## src/rtl/if_fetch_stage_if.sv

```systemverilog
// Bus bundle between the fetch stage, the ID stage, the stall controller and the
// instruction SRAM read port.
interface if_fetch_stage_if #(
    parameter int STALL_W = 6
);
    logic [STALL_W-1:0] stall;
    logic [32:0]        br_bus;          // {br_e, br_addr}
    logic [32:0]        if_to_id_bus;    // {ce, pc}
    logic               if_excp_adel;
    logic               inst_sram_en;
    logic [3:0]         inst_sram_wen;
    logic [31:0]        inst_sram_addr;
    logic [31:0]        inst_sram_wdata;

    // Fetch stage side
    modport master (
        input  stall, br_bus,
        output if_to_id_bus, if_excp_adel,
        output inst_sram_en, inst_sram_wen, inst_sram_addr, inst_sram_wdata
    );

    // ID / stall controller / SRAM side
    modport slave (
        output stall, br_bus,
        input  if_to_id_bus, if_excp_adel,
        input  inst_sram_en, inst_sram_wen, inst_sram_addr, inst_sram_wdata
    );
endinterface

```

## src/rtl/if_fetch_stage.sv

```systemverilog
// Instruction-fetch stage: PC register, SRAM read port drive, and a held redirect
// so a taken branch arriving during a PC stall is not lost.
module if_fetch_stage #(
    parameter logic [31:0] RESET_PC = 32'hBFBF_FFFC
) (
    input  logic          clk,
    input  logic          rst,
    if_fetch_stage_if.master bus
);
    logic [31:0] pc_q, pc_d;
    logic        ce_q, ce_d;
    logic        pend_v_q, pend_v_d;
    logic [31:0] pend_addr_q, pend_addr_d;

    logic        br_e;
    logic [31:0] br_addr;
    logic [31:0] next_pc;
    logic        stop_pc;
    logic        misaligned;
    logic        unused_stall_hi;

    assign br_e    = bus.br_bus[32];
    assign br_addr = bus.br_bus[31:0];
    assign stop_pc = bus.stall[0];

    // Only bit 0 concerns the PC; the rest belong to later stages.
    assign unused_stall_hi = ^bus.stall;

    // A fresh branch beats an older held redirect.
    assign next_pc = br_e ? br_addr : (pend_v_q ? pend_addr_q : pc_q + 32'd4);

    always_comb begin
        pc_d        = pc_q;
        ce_d        = ce_q;
        pend_v_d    = pend_v_q;
        pend_addr_d = pend_addr_q;
        if (!stop_pc) begin
            pc_d     = next_pc;
            ce_d     = 1'b1;
            pend_v_d = 1'b0;
        end else if (br_e) begin
            pend_v_d    = 1'b1;
            pend_addr_d = br_addr;
        end
    end

    always_ff @(posedge clk or posedge rst) begin
        if (rst) begin
            pc_q        <= RESET_PC;
            ce_q        <= 1'b0;
            pend_v_q    <= 1'b0;
            pend_addr_q <= 32'd0;
        end else begin
            pc_q        <= pc_d;
            ce_q        <= ce_d;
            pend_v_q    <= pend_v_d;
            pend_addr_q <= pend_addr_d;
        end
    end

    // Misaligned PC keeps advancing; the SRAM access is just suppressed.
    assign misaligned          = ce_q & (pc_q[1:0] != 2'b00);
    assign bus.if_excp_adel    = misaligned;
    assign bus.inst_sram_en    = ce_q & ~misaligned;
    assign bus.inst_sram_wen   = 4'b0000;
    assign bus.inst_sram_addr  = pc_q;
    assign bus.inst_sram_wdata = 32'd0;
    assign bus.if_to_id_bus    = {ce_q, pc_q};
endmodule
```

## src/flat_wrapper.sv

```systemverilog
// flat-port wrapper written by rule: the top's interface ports become plain ports
module if_fetch_stage_flat 
#(
    parameter logic [31:0] RESET_PC = 32'hBFBF_FFFC
)
  (clk, rst, bus_stall, bus_br_bus, bus_if_to_id_bus, bus_if_excp_adel, bus_inst_sram_en, bus_inst_sram_wen, bus_inst_sram_addr, bus_inst_sram_wdata);
  if_fetch_stage_if bus_i ();
  input  logic clk;
  input  logic rst;
  input wire logic [$bits(bus_i.stall)-1:0] bus_stall;
  input wire logic [$bits(bus_i.br_bus)-1:0] bus_br_bus;
  output wire logic [$bits(bus_i.if_to_id_bus)-1:0] bus_if_to_id_bus;
  output wire logic [$bits(bus_i.if_excp_adel)-1:0] bus_if_excp_adel;
  output wire logic [$bits(bus_i.inst_sram_en)-1:0] bus_inst_sram_en;
  output wire logic [$bits(bus_i.inst_sram_wen)-1:0] bus_inst_sram_wen;
  output wire logic [$bits(bus_i.inst_sram_addr)-1:0] bus_inst_sram_addr;
  output wire logic [$bits(bus_i.inst_sram_wdata)-1:0] bus_inst_sram_wdata;
  assign bus_i.stall = bus_stall;
  assign bus_i.br_bus = bus_br_bus;
  assign bus_if_to_id_bus = bus_i.if_to_id_bus;
  assign bus_if_excp_adel = bus_i.if_excp_adel;
  assign bus_inst_sram_en = bus_i.inst_sram_en;
  assign bus_inst_sram_wen = bus_i.inst_sram_wen;
  assign bus_inst_sram_addr = bus_i.inst_sram_addr;
  assign bus_inst_sram_wdata = bus_i.inst_sram_wdata;
  if_fetch_stage #(.RESET_PC(RESET_PC)) u_core (.clk(clk), .rst(rst), .bus(bus_i));
endmodule
```

## config.mk

```make
export PLATFORM = sky130hd
export DESIGN_NAME = if_fetch_stage_flat
export DESIGN_NICKNAME = d
export VERILOG_FILES = /design/src/rtl/if_fetch_stage_if.sv /design/src/rtl/if_fetch_stage.sv /design/src/flat_wrapper.sv
export SDC_FILE = /design/constraint.sdc
export NUM_CORES = 1
export LEC_CHECK = 0
export ABC_AREA = 1
export CAP_MARGIN = 5
export CORE_ASPECT_RATIO = 1.2
export CORE_MARGIN = 1
export CORE_UTILIZATION = 31
export DETAILED_ROUTE_END_ITERATION = 10
export REMOVE_ABC_BUFFERS = 1
export SLEW_MARGIN = 20
export SYNTH_ARGS = -nofsm -noshare
export SYNTH_HDL_FRONTEND = slang
export SYNTH_SLANG_ARGS = --single-unit
```

## constraint.sdc

```tcl
create_clock -name clk -period 3.9 [get_ports clk]
set_clock_uncertainty 0.1 [all_clocks]
set_input_delay 0.78 -clock clk [delete_from_list [all_inputs] [get_ports clk]]
set_output_delay 0.78 -clock clk [all_outputs]
set_load 0.01 [all_outputs]
```

==> qor.csv <==
stage;metric;value;unit
run_status;outcome;finished with violations;
run_status;failing checks;DRC;
global_route;largest net degree at the start of global routing;67;
synth;leading area contributor after synthesis;dfrtp_1;
critical_path;type of origin of the critical path;flip-flop;
synth;Ys Warns;0;
finish;flip-flop and latch area;0.00169;sq mm
placement;GPL Wtd Cong;0.863;
global_route;first-pass GRT wire length;19000;um
sta;post-route setup TNS;0;ns
sta;minimum hold slack;0.386;ns
cts;clk_lat worst skew;0.33;ns
finish;area taken by multi-input logic gates;0.00210;sq mm
placement;post-DP HPWL;8200;um
critical_path;buffers and inverters on the worst path;1;
routing;Starting DRT DRC Count;188;
cts;Post-CTS Setup Bufs;0;
cts;Clk pin slew, worst setup/hold paths;0.05;ns
floorplan;FP Rows;47;
sta;Tcrit/Tclk final;61.9;%
routing;Initial DRT Pass Iterations;8;
sta;minimum clock period;2.41;ns
critical_path;CP endpoint kind;output pin;
global_route;gr usage total;15.8;%
critical_path;Max FO, Critical Path;8;
routing;Routed Antenna Nets;0;
routing;Vias;4061;
floorplan;Die Area;0.0150;sq mm
sta;max_slew headroom;41.3;%
finish;# diodes;0;
critical_path;CP max stage cell;dfstp_2;
synth;syn avg cell area;7.04;sq um
synth;number of synthesized register bits;66;
floorplan;initial core utilization;32.2;%
finish;Fill cells;1449;
routing;WL final;11500;um
critical_path;CP Cell Sequence;clkdlybuf4s50_1;
pwr;Pwr Total;2.44;mW
cts;H-tree lvl count;3;
pwr;VDD IR-drop max;0.000195;V
synth;Synth Cell Area;0.00449;sq mm
routing;WL per Instance;13.2;um
finish;Final Instance Area;0.00564;sq mm
flow_run;max-cap violations;0;
min_path;worst hold path type;reg2reg;
cts;Clock Root Buffer;clkbuf_16;
placement;Port Buf Inserts;102;
synth;post-synthesis sequential area ratio;37.6;%
cts;Clock Path Buffers;2;
finish;Post-Layout Cell Count;875;
finish;fin nets;741;
sta;Fmax achieved;414;MHz
pwr;Leak;2.57;nW
global_route;number of global-route vias before repair;4029;
floorplan;Chip Width;112;um
critical_path;CP max stage delay;0.63;ns
critical_path;reg-to-reg slack, setup;1.94;ns
placement;Placed Cells;859;
sta;RSZ-0062 raised after global routing;no;
synth;Area contributors post-synth;dfrtp_1 21%, nand2_1 17%, dfstp_2 16%;
cts;hold buffers post-CTS;0;
synth;gate count of the mapped netlist;637;
critical_path;Critical Path AT;1.53;ns
routing;DRC Markers;15;
cts;post-CTS sizing;0;
finish;share of cells above drive strength 1;11.4;%
pwr;PD cells;433;mW/mm^2
floorplan;I/O Pins;144;
placement;placed cell areas;0.00528;sq mm
critical_path;delay-heaviest family, CP;flip-flops;
floorplan;die extent in y;134;um
synth;post-synth top area share;21.2;%
critical_path;Worst EP required;3.02;ns
global_route;gr ovfl total;0;
sta;setup violators final;0;
finish;P&R area growth vs syn;25.7;%
critical_path;critical path class;reg2out;
synth;synth unique cells;28;
sta;max-slew violations;0;
sta;final hold vios;0;
sta;Worst-Margin Slew;0.878;ns
floorplan;Core ar.;0.0139;sq mm
cts;Sink Count;66;
cts;CTS tree;built;
global_route;initial antenna violation count;0;
routing;DR vias/cell;4.64;
cts;Num CTS Buffers;9;
[stage by stage]
stage               setup slack [ns]  util, %
floorplan                       1.41        -
global placement                1.30     37.9
detailed placement              1.22     37.9
CTS                             1.47     40.4
global route                    1.45     40.4
finish                          1.49     40.4
[state kept, by name, summed over array words and instances (netlist names)]
| register | cells |
|---|---|
| u_core.bus.inst_sram_addr | 32 |
| u_core.pend_addr_q | 32 |
| u_core.ce_q | 1 |
| u_core.pend_v_q | 1 |
[logic make-up (layout without fill, tap and decap cells)]
logic type,count (synthesis),in the layout,synth area share (%)
adder cells (fa/ha/maj),1,1,0.279
AND/OR/NAND/NOR,312,312,29.7
other,1,36,0.0836
flip-flops,66,66,37.6
multiplexers,7,7,1.76
AO/OA/AOI/OAI,96,96,11.4
buffers and inverters,151,183,18.5
XOR/XNOR,3,3,0.586
[cells in the mapped netlist, drive strengths merged]
cell type,number
dfrtp,38
nor3,1
and2,3
nand2,213
inv,56
or2,4
ha,1
o21bai,3
a32oi,2
clkinv,1
o211ai,7
conb,1
nor2,43
nand3,47
o21ai,36
buf,74
dfstp,28
mux2,7
xnor2,3
nand3b,1
a21oi,48
clkbuf,20
[path summary, 6_finish.rpt]
check	start	end	depth (start not counted)
worst max-delay path	u_core.bus.inst_sram_addr[4]$_DFFE_PP1N_	bus_inst_sram_addr[4]	1
max in group asynchronous	rst	u_core.pend_addr_q[26]$_DFFE_PP0P_	3
worst min register to register	u_core.pend_addr_q[19]$_DFFE_PP0P_	u_core.pend_addr_q[19]$_DFFE_PP0P_	2
worst max register to register	u_core.bus.inst_sram_addr[2]$_DFFE_PP1N_	u_core.bus.inst_sram_addr[22]$_DFFE_PP0N_	10
worst min-delay path	u_core.pend_addr_q[19]$_DFFE_PP0P_	u_core.pend_addr_q[19]$_DFFE_PP0P_	2
min in group asynchronous	rst	u_core.pend_addr_q[14]$_DFFE_PP0P_	3
[where the power goes]
group | leakage, nW | switching [mW] | total, mW | internal, mW
sequential | 0.755 | 0.109 | 0.914 | 0.805
clock | 0.165 | 0.307 | 0.950 | 0.642
combinational | 1.65 | 0.286 | 0.575 | 0.289
[placed cells by master (no fill, tap or decap), drive strengths merged]
cell type and instances:
nor2 43, dfrtp 38, o21bai 3, and2 3
mux2 7, a21oi 48, conb 36, nand3 47
clkdlybuf4s50 100, nand3b 1, nand2 213, bufinv 3
clkbuf 10, clkinvlp 2, or2 4, buf 10
o21ai 36, inv 56, dfstp 28, o211ai 7
a32oi 2, nor3 1, xnor2 3, clkinv 2
ha 1
[per-layer routing]
layer	wire length, um	track usage, %	share of wire (%)	vias up
met5	0	0	0	-
met4	123	5.56	1.1	0
met3	656	2.85	5.7	7
met2	5860	28.4	51	134
met1	4860	18.8	42	1890
li1	-	-	-	2030
[cell type report]
| type | count | area share, % |
|---|---|---|
| Clock inverter | 6 | 2.02 |
| Sequential cell | 66 | 29.9 |
| Multi-Input combinational cell | 455 | 37.2 |
| Tap cell | 171 | 3.80 |
| Inverter | 57 | 3.80 |
| Timing Repair Buffer | 110 | 19.0 |
| Clock buffer | 10 | 4.24 |
(Power assumes the default switching activity.)
